--- config.mk ---
export PLATFORM = sky130hd
export DESIGN_NAME = nibble_add_arbiter
export DESIGN_NICKNAME = d
export VERILOG_FILES = /design/src/rtl/nibble_add_arbiter.sv
export SDC_FILE = /design/constraint.sdc
export NUM_CORES = 1
export LEC_CHECK = 0
export ABC_AREA = 1
export BUFFER_PORTS_ARGS = -buffer_cell sky130_fd_sc_hd__buf_2
export CORE_MARGIN = 2
export CORE_UTILIZATION = 50
export CTS_CLUSTER_DIAMETER = 150
export DETAILED_ROUTE_END_ITERATION = 7
export HOLD_SLACK_MARGIN = 0.1
export PLACE_DENSITY = 0.77
export SLEW_MARGIN = 30
export SYNTH_ARGS = -nofsm -noshare
export SYNTH_HDL_FRONTEND = slang
export SYNTH_SLANG_ARGS = --single-unit
export TNS_END_PERCENT = 50
--- constraint.sdc ---
create_clock -name clk -period 1.6 [get_ports clk]
set_clock_uncertainty 0.15 [all_clocks]
set_input_delay 0.08 -clock clk [delete_from_list [all_inputs] [get_ports clk]]
set_output_delay 0.08 -clock clk [all_outputs]
set_load 0.03 [all_outputs]
--- src/rtl/nibble_add_arbiter.sv ---
// Arbitrates two 4-bit adder requesters (round-robin or A-priority) onto one registered 5-bit sum.
// Latency: accept at edge k, result valid after edge k+1; readies stay low until the result handshake completes.
module nibble_add_arbiter #(
    parameter bit RR_EN = 1'b1
) (
    input  logic       clk,
    input  logic       rst_n,
    input  logic       a_valid,
    output logic       a_ready,
    input  logic [3:0] a_x,
    input  logic [3:0] a_y,
    input  logic       b_valid,
    output logic       b_ready,
    input  logic [3:0] b_x,
    input  logic [3:0] b_y,
    output logic       res_valid,
    input  logic       res_ready,
    output logic [4:0] res_sum,
    output logic       res_id,
    output logic [7:0] ops_cnt
);

    typedef enum logic [1:0] {
        IDLE = 2'd0,
        EXEC = 2'd1,
        HOLD = 2'd2
    } state_t;

    state_t     state;
    state_t     state_nxt;

    logic       last_grant;   // 1 = B was granted most recently
    logic       grant_b;
    logic       a_acc;
    logic       b_acc;
    logic       res_acc;

    logic [3:0] op_x;
    logic [3:0] op_y;
    logic       op_id;

    // Contention goes to whoever did not win last time, unless fixed priority is selected.
    always_comb begin
        grant_b = 1'b0;
        if (a_valid && b_valid) begin
            grant_b = RR_EN && !last_grant;
        end else begin
            grant_b = b_valid;
        end
    end

    always_comb begin
        state_nxt = state;
        a_ready   = 1'b0;
        b_ready   = 1'b0;
        res_valid = 1'b0;
        case (state)
            IDLE: begin
                a_ready = a_valid && !grant_b;
                b_ready = b_valid && grant_b;
                if (a_ready || b_ready) begin
                    state_nxt = EXEC;
                end
            end
            EXEC: begin
                state_nxt = HOLD;
            end
            HOLD: begin
                res_valid = 1'b1;
                if (res_ready) begin
                    state_nxt = IDLE;
                end
            end
            default: begin
                state_nxt = IDLE;
            end
        endcase
    end

    assign a_acc   = a_valid && a_ready;
    assign b_acc   = b_valid && b_ready;
    assign res_acc = res_valid && res_ready;

    always_ff @(posedge clk or negedge rst_n) begin
        if (!rst_n) begin
            state <= IDLE;
        end else begin
            state <= state_nxt;
        end
    end

    // Operand capture and grant history move only on an accepted request.
    always_ff @(posedge clk or negedge rst_n) begin
        if (!rst_n) begin
            op_x       <= 4'h0;
            op_y       <= 4'h0;
            op_id      <= 1'b0;
            last_grant <= 1'b1;
        end else if (a_acc || b_acc) begin
            op_x       <= b_acc ? b_x : a_x;
            op_y       <= b_acc ? b_y : a_y;
            op_id      <= b_acc;
            last_grant <= b_acc;
        end
    end

    always_ff @(posedge clk or negedge rst_n) begin
        if (!rst_n) begin
            res_sum <= 5'h00;
            res_id  <= 1'b0;
        end else if (state == EXEC) begin
            res_sum <= {1'b0, op_x} + {1'b0, op_y};
            res_id  <= op_id;
        end
    end

    always_ff @(posedge clk or negedge rst_n) begin
        if (!rst_n) begin
            ops_cnt <= 8'h00;
        end else if (res_acc) begin
            ops_cnt <= ops_cnt + 8'd1;
        end
    end

endmodule

After elaboration in Yosys (flattened, before gate mapping)

Index checks and enable logic that the tools add are counted.
Widths: inputs -> output; s select.

Add/subtract/negate cells: 2
Equality and inequality tests: 4
Muxes and demuxes: 9
Reductions and logical operators: 12

Operator list:

| kind                | count |
|---|---|
| $add 8x1->8 const B | 1 |
| $mux 4              | 2 |
| $logic_and 1x1->1   | 6 |
| $pmux 2 s3          | 1 |
| $add 4x4->5         | 1 |
| $mux 1              | 4 |
| $mux 2              | 2 |
| $ne 2x2->1 const B  | 2 |
| $eq 2x1->1 const B  | 1 |
| $eq 2x2->1 const B  | 1 |
| $logic_not 1->1     | 2 |
| $logic_not 2->1     | 1 |
| $logic_or 1x1->1    | 2 |
| $reduce_and 2->1    | 1 |

Bits in registers: 26
Input port bits: 21
Output and inout port bits: 17
Logic and storage cells: 35

Longest topological paths before layout

Depth in word-level cells: 7
Gate-level depth with buffers: 8
Gate-level depth less buffers: 8

Least setup slack after synthesis

OpenSTA, ideal clock, no wires.

Path kind: reg2reg
Start point: reg ops_cnt[1]
End point: reg ops_cnt[6]
Library setup time: 118 ps
Data arrival time: 1189 ps
Data required time: 1332 ps
Path slack: 143 ps
Stages on the path, launching flop included: 7
Path buffers: 0
Period minus slack after synthesis: 1457 ps
Cells stage by stage: dfrtp_1 -> ha_1 -> nand3_1 -> nor2_2 -> nand3_1 -> nand2_1 -> nand2_1

Longest elaborated chain between the ends: 1

RTL lines:

| item                     | line | source |
|---|---|---|
| start: declaration       | 20   | `output logic [7:0] ops_cnt` |
| start signal: assignment | 121  | `ops_cnt <= ops_cnt + 8'd1;` |
| $add 8x1->8              | 121  |  |

Every way passes these cells.
A chain may end at the register's enable or synchronous reset.

Worst setup path after layout

Start point: reg last_grant
End point: out a_ready

Longest elaborated chain between the ends: 5

RTL lines:

| item                     | line | source |
|---|---|---|
| start: declaration       | 32   | `logic last_grant;` |
| start signal: assignment | 98   | `last_grant <= 1'b1;` |
| start signal: assignment | 103  | `last_grant <= b_acc;` |
| $logic_not 1->1          | 46   | `grant_b = RR_EN && !last_grant;` |
| $mux 1                   | 45   | `if (a_valid && b_valid) begin` |
| $logic_not 1->1          | 59   | `a_ready = a_valid && !grant_b;` |
| $logic_and 1x1->1        | 59   |  |
| $mux 1                   | 57   | `case (state)` |
| end: declaration         | 9    | `output logic a_ready,` |

Every way passes these cells.

==> flow_summary.json <==
{
  "endpoint_kind": "primary output",
  "final_max_slew_viol_count": 0,
  "grt_usage": 0.207,
  "min_period_ns": 1.59,
  "syn_avg_cell_area_um2": 7.88,
  "finalNetCount": 263,
  "hold_viol": 0,
  "cp.required_ns": 1.37,
  "final_cell_mix": "nand2_1 (83), buf_2 (35), dfrtp_1 (24)",
  "totalWireLength_um": 3070,
  "setup_slack_ns": 0.00868,
  "clkTransAtPathRegs_ns": 0.14,
  "rows": 18,
  "drive_above_1_share": 0.247,
  "cts-root-buf": "clkbuf_4",
  "fmax_ghz": 0.628,
  "powerDensity_nw_per_um2": 1680,
  "coreArea_um2": 2500,
  "timing.hold.ws_ns": 0.105,
  "use_met2": 0.352,
  "io_buffers": 37,
  "holdCritPathClass": "primary input to async pin",
  "antenna_found_initial": 0,
  "grt-busiest-layer": "met2",
  "ys_types": 20,
  "place_congestion": 0.842,
  "drc": 0,
  "htreeDepth": 1,
  "tightest_slew_ns": 0.560,
  "use_met1": 0.239,
  "drt_pass1_iterations": 6,
  "crit_path_max_fanout": 2,
  "clock_latency_ns": 0.32,
  "ant_nets": 0,
  "cp_cell_sequence": "nand2_2 > nand2_2 > nand2_1 > nor2_1 > buf_4",
  "clkSinkCount": 26,
  "period_share": 0.995,
  "final_area_um2": 1830,
  "ios": 38,
  "cts_buffer_depth": 2,
  "crit_top_cell": "nand2_2",
  "dpl_cell_area_um2": 1560,
  "drt_iter0_drc": 42,
  "cts_tree": "built",
  "totalPowerFinal_mw": 3.08,
  "overflow": 0,
  "routed_via_density": 4.93,
  "die_y_um": 55.7,
  "num_vias": 1306,
  "synth_seq_cells": 26,
  "synth_cells": 170,
  "routedWlPerCell_um": 11.6,
  "fillCellCount": 202,
  "yosys_warnings": 0,
  "syn_to_final_growth_pct": 36.6,
  "irDropWorstVdd_uv": 1060,
  "grt_max_degree": 27,
  "grt_pass1_wl_um": 5060,
  "setup_violations": 0,
  "die_area_um2": 3110,
  "status": "completed",
  "leakagePower_nw": 1.02,
  "crit_type": "flop to primary output",
  "die_x_um": 55.7,
  "syn_nets": 197,
  "hpwlAfterDp_um": 1980,
  "pre_cts_ws_ns": 0.0864,
  "slowest_stage": "dfstp_2",
  "relSlewSlack": 0.626,
  "rsz0062_at_grt": "true",
  "layout_commonest_cell": "nand2_1",
  "grt_pass1_vias": 1222,
  "seq_area_frac_synth": 0.487,
  "synth_area_um2": 1340,
  "cp.arrival_ns": 1.36,
  "start_util": 0.536,
  "fin_cells": 265,
  "dp_cells": 237,
  "cts_inserted_buffers": 3,
  "startpoint_type": "flop",
  "diodes": 0,
  "grtUsageMet3": 0.0349,
  "maxCapViolations": 0,
  "critPathMaxStageDelay_ns": 0.56
}
==> logic make-up (layout without fill, tap and decap cells) <==
kind of cell	count (synthesis)	count (layout)	synth area share
fa+ha+maj	6	6	0.0617
compound gates	8	8	0.0327
xor+xnor	4	4	0.0262
flops	26	26	0.487
buf+inv	17	82	0.0477
simple gates	109	109	0.345
==> worst paths after layout <==
check | start | end | slack, ns | cells past startpoint
worst max-delay path | last_grant$_DFFE_PN1P_ | a_ready | 0.009 | 5
worst min-delay path | rst_n | res_sum[1]$_DFFE_PN0N_ | 0.11 | 2
worst max register to register | op_x[0]$_DFFE_PN0P_ | res_sum[4]$_DFFE_PN0N_ | 0.06 | 8
worst min register to register | last_grant$_DFFE_PN1P_ | last_grant$_DFFE_PN1P_ | 0.34 | 2
max in group asynchronous | rst_n | state[1]$_DFFE_PN0P_ | 0.79 | 2
min in group clk | b_valid | op_y[2]$_DFFE_PN0P_ | 0.28 | 9
==> power breakdown <==
part	switching (mW)	internal [mW]
clock network	0.198	0.0978
logic	1.04	0.571
registers	0.219	0.946
==> cells in the mapped netlist, drive strengths merged <==
library cell,n,share of area
inv,17,0.048
xnor2,1,0.0065
nor2,12,0.050
dfstp,1,0.020
nand3b,1,0.0056
dfrtp,25,0.47
xor2,3,0.020
a21oi,2,0.0075
nand2,85,0.24
ha,5,0.047
o21ai,6,0.025
fa,1,0.015
nand3,9,0.041
nand4,2,0.0093
==> layout make-up <==
class	instances	area [um2]	area share
Clock buffer	4	26.3	0.0144
Inverter	17	63.8	0.0349
Multi-Input combinational cell	127	628	0.343
Sequential cell	26	653	0.357
Tap cell	30	37.5	0.0205
Timing Repair Buffer	61	420	0.230
==> through the flow <==
stage,utilization,TNS (ns)
4_1_cts,0.722,-0.00740
2_1_floorplan,-,0
6_report,0.732,0
5_1_grt,0.732,-0.114
3_5_place_dp,0.625,0
3_3_place_gp,0.625,0
==> what timing repair did <==
action,4_1_cts,5_1_grt
resized for setup,4,1
endpoints found under the hold margin,44,0
buffers inserted,1,3
hold buffers,20,0
setup endpoints to repair,2,3
pin swaps,1,4
==> registers in the layout, summed over array words and instances (netlist names) <==
name,cells
state,2
last_grant,1
op_y,4
op_x,4
res_id,1
res_sum,5
op_id,1
ops_cnt,8
==> worst max-delay path, delay by kind of cell, from the launching register on <==
kind                   cells  cell delay (ns)
buffers and inverters      1             0.17
flip-flops                 1             0.56
AND/OR/NAND/NOR            4             0.30
==> metal layers <==
| layer | vias up | share of wire |
|---|---|---|
| met5 | - | 0 |
| met4 | 0 | 0.035 |
| met3 | 10 | 0.062 |
| met2 | 56 | 0.49 |
| met1 | 585 | 0.41 |
| li1 | 655 | - |
No activity file was read; power rests on OpenSTA's default activity.
